## src/rtl/blink_pkg.sv

```systemverilog
// rtl/blink_pkg.sv - shared constants and counter sizing for the LED blinker.
package blink_pkg;

  localparam int C_COUNT_1HZ_DEFAULT = 25_000_000;

  // Never narrower than one bit, so a count of 1 still gets a real register.
  function automatic int count_width(input int n);
    int w;
    w = $clog2(n);
    return (w < 1) ? 1 : w;
  endfunction

endpackage

```

## src/rtl/blink_tick.sv

```systemverilog
// rtl/blink_tick.sv - wrapping cycle counter emitting a terminal-count strobe.
module blink_tick
  import blink_pkg::*;
#(
  parameter int g_COUNT = C_COUNT_1HZ_DEFAULT
) (
  input  logic i_Clk,
  input  logic i_Rst,
  output logic o_Tick
);

  localparam int              C_W    = count_width(g_COUNT);
  localparam logic [C_W-1:0]  C_LAST = C_W'(g_COUNT - 1);

  logic [C_W-1:0] r_count = '0;
  logic           w_tick;

  assign w_tick = (r_count == C_LAST);
  assign o_Tick = w_tick;

  always_ff @(posedge i_Clk) begin
    if (i_Rst) begin
      r_count <= '0;
    end else if (w_tick) begin
      r_count <= '0;
    end else begin
      r_count <= r_count + C_W'(1);
    end
  end

  a_count_range : assert property (@(posedge i_Clk) r_count <= C_LAST);

  // With a count of 1 the strobe is legitimately high on every cycle.
  if (g_COUNT > 1) begin : g_strobe_chk
    a_strobe_width : assert property (@(posedge i_Clk) w_tick |=> !w_tick);
  end

endmodule

```

## src/rtl/blink.sv

```systemverilog
// rtl/blink.sv - LED blinker toggling its output once every g_COUNT_1HZ clocks.
module blink
  import blink_pkg::*;
#(
  parameter int g_COUNT_1HZ = C_COUNT_1HZ_DEFAULT
) (
  input  logic i_Clk,
  input  logic i_Rst,
  output logic o_LED
);

  if (g_COUNT_1HZ < 1) begin : g_bad_count
    $error("blink: g_COUNT_1HZ must be at least 1");
  end

  logic w_tick;
  logic r_led = 1'b0;

  blink_tick #(
    .g_COUNT(g_COUNT_1HZ)
  ) u_tick (
    .i_Clk (i_Clk),
    .i_Rst (i_Rst),
    .o_Tick(w_tick)
  );

  // Reset wins over a coincident terminal count, so that edge never toggles.
  always_ff @(posedge i_Clk) begin
    if (i_Rst) begin
      r_led <= 1'b0;
    end else if (w_tick) begin
      r_led <= ~r_led;
    end
  end

  assign o_LED = r_led;

endmodule

```

## config.mk

```make
export PLATFORM = sky130hd
export DESIGN_NAME = blink
export DESIGN_NICKNAME = d
export VERILOG_FILES = /design/src/rtl/blink_pkg.sv /design/src/rtl/blink_tick.sv /design/src/rtl/blink.sv
export SDC_FILE = /design/constraint.sdc
export NUM_CORES = 1
export LEC_CHECK = 0
export BUFFER_PORTS_ARGS = -buffer_cell sky130_fd_sc_hd__buf_2
export CAP_MARGIN = 20
export CORE_MARGIN = 2
export CORE_UTILIZATION = 30
export DETAILED_ROUTE_END_ITERATION = 10
export MAX_ROUTING_LAYER = met4
export SYNTH_ARGS = -nofsm -noshare
export SYNTH_HDL_FRONTEND = slang
export SYNTH_HIERARCHICAL = 1
export SYNTH_SLANG_ARGS = --single-unit
export TNS_END_PERCENT = 10
```

## constraint.sdc

```tcl
create_clock -name i_Clk -period 1.6 [get_ports i_Clk]
set_input_delay 0.32 -clock i_Clk [delete_from_list [all_inputs] [get_ports i_Clk]]
set_output_delay 0.32 -clock i_Clk [all_outputs]
set_load 0.005 [all_outputs]
```

==> flow_metrics.tcl <==
set metrics [dict create \
    clkLatencyLatePin_ns 0.27 \
    clkTransAtPathRegs_ns 0.09 \
    worst_pin_slew_ns 0.316 \
    gp_congestion 0.790 \
    failed_checks "setup timing" \
    io_buffers 2 \
    num_rows 23 \
    hold_violations 0 \
    route.met3.wl_um 59 \
    pwr-share-clk_pct 34.2 \
    maxUsedRoutingLayer "met4" \
    synth_nets 144 \
    grt_pass1_wl_mm 4.81 \
    overflow 0 \
    area_delta_synth_final_pct 28.6 \
    clk_path_buf_depth 2 \
    worst-setup-path-type "flop to flop" \
    root_buffer "clkbuf_8" \
    viasPerCell 5.40 \
    firstDrtPassIters 4 \
    hold_class "input port to flop" \
    status "finished, violations left" \
    postSynthCellCount 141 \
    ant_nets 0 \
    initial_core_util_pct 31.2 \
    synth_edf_count 0 \
    layout_min_cycle_time_ns 1.66 \
    die_area_um2 4720 \
    p_int_uw 846 \
    pwr_density_cell_nw_per_um2 665 \
    drc_errors 0 \
    drv_cap 0 \
    dp_cells 209 \
    grt_max_degree 14 \
    seq_area_frac_synth_pct 41.4 \
    die_y_um 68.7 \
    crit_chain "or4_4, o41ai_4, buf_4, buf_6, nor2_1" \
    swShare_pct 21.3 \
    leakage_uw 0.000587 \
    syn_area_per_cell_um2 8.91 \
    seq_area_um2 528 \
    cp_max_fo 8 \
    cts.sinks 26 \
    slew_violations 0 \
    drt_iter0_drc 48 \
    via_count 1172 \
    final_cells 217 \
    detailed_place_hpwl_mm 2.28 \
    ioPinCount 3 \
    setup_viol 25 \
    ys.flop_type "dfxtp_1" \
    dr_wl_met2_mm 1.66 \
    synth-async-reset-ratio_pct 0 \
    dp_slack_ns -0.0982 \
    grt_pass1_vias 1132 \
    multiInputGateArea_um2 759 \
    peakVddDrop_uv 434 \
    max_freq_mhz 603 \
    crit_slowest_cell "or4_4" \
    antenna_found_initial 0 \
    rsz0062_at_grt "yes" \
    worstPathRequired_ns 1.76 \
    arrival_ns 1.82 \
    die_w_um 68.7 \
    period_share_pct 104 \
    h-tree-depth 1 \
    track_usage_pct 14.3 \
    ys.warnings.count 6 \
    cts_tree "done" \
    nFillCells 403 \
    drive_gt1_share_pct 33.5 \
    wl_met1_mm 1.41 \
    setup_slack_ns -0.0576 \
    skew_ns 0.0101 \
    final_common_cell "buf_4" \
    pwr-share-seq_pct 61.6 \
    cts_hold_buf 0 \
    min_path_cells 2 \
    synth_area_um2 1260 \
    worstRegToRegCells 5 \
    slowest_delay_ns 0.56 \
    ys_types 29 \
    synth-seq-cells 26 \
    endpoint_kind "flop" \
    cts_buffers 3 \
    final_cell_mix "23 x buf_4, 20 x dfxtp_1, 13 x nor2_1" \
    diodes 0 \
    detail_route.wl_per_cell_um 14.6 \
    nets 172 \
    netSwitchingPower_uw 229 \
    slew-limit-headroom_pct 78.7 \
    wirelength_mm 3.17 \
    core_um2 4030 \
    startpoint_type "flop" \
    p_comb_share_pct 4.2 \
]
## cells in the mapped netlist (all sizes together), types with 3 or more instances
cell type / count / area [µm²]
dfxtp: 26 / 521
nor2: 14 / 52.6
nand2: 12 / 45.0
a21oi: 11 / 55.1
nand4: 10 / 77.6
xor2: 9 / 78.8
nand3: 7 / 35.0
o21ai: 6 / 30.0
or3: 6 / 37.5
or4: 6 / 48.8
and4: 5 / 43.8
o31ai: 5 / 37.5
buf: 4 / 35.0
and3: 3 / 18.8
xnor2: 3 / 26.3
## critical path: cells and delay by family, from the launching register on
kind / cells / cell delay [ns]
AO/OA/AOI/OAI: 1 / 0.29
buffers and inverters: 2 / 0.33
flip-flops: 1 / 0.32
AND/OR/NAND/NOR: 2 / 0.61
## state kept, by name, summed over array words and instances (netlist names)
register        cells
o_LED               1
u_tick/r_count     25
## routing by layer
| layer | vias to the layer above | global-route usage (%) |
|---|---|---|
| met5 | - | - |
| met4 | 0 | 7.11 |
| met3 | 4 | 2.92 |
| met2 | 8 | 25.4 |
| met1 | 580 | 15.0 |
| li1 | 580 | - |
## cell type report
cell class	instances	area share, %
clock buffer	3	2.56
multi-input combinational	108	47.0
sequential	26	32.7
tap	50	3.87
inverter	2	0.465
timing repair buffer	28	13.4
## per-stage QoR
step	hold WS, ns	cell area (µm²)	setup TNS, ns	power [µW]	util, %
global route	0.215	1620	-1.80	1110	40.1
floorplan	0.392	1280	-1.97	703	-
finish	0.215	1620	-1.11	1070	40.1
CTS	0.211	1580	-1.04	1090	39.1
global placement	0.440	1470	-0.0713	711	36.5
detailed placement	0.450	1470	-1.72	713	36.5
## kinds of logic after synthesis
group	after synthesis	share of synthesized area (%)
AND/OR/NAND/NOR	69	31.8
flip-flops	26	41.4
AO/OA/AOI/OAI	25	13.4
XOR/XNOR	12	8.37
buffers and inverters	8	3.98
adder cells (fa/ha/maj)	1	0.996
## path summary, 6_finish.rpt
path                      from  slack (ns)                 end
min                      i_Rst        0.22               o_LED
max          u_tick/r_count[8]       -0.06  u_tick/r_count[10]
max reg2reg  u_tick/r_count[8]       -0.06  u_tick/r_count[10]
min reg2reg  u_tick/r_count[0]        0.45   u_tick/r_count[0]
## repair_timing
item,CTS,global route
resized for setup,15,7
endpoints found under the setup margin,25,26
pin swaps,8,2
setup buffers,2,1
gates cloned,1,1
## power groups by stage
stage	Combinational, µW	Sequential [µW]	Clock, µW
2_1_floorplan	26.9	676	0
3_3_place_gp	33.8	677	0
3_5_place_dp	35.4	677	0
4_1_cts	44.9	662	381
5_1_grt	50.3	663	399
6_report	44.8	662	368
No activity file was read; power rests on OpenSTA's default activity.
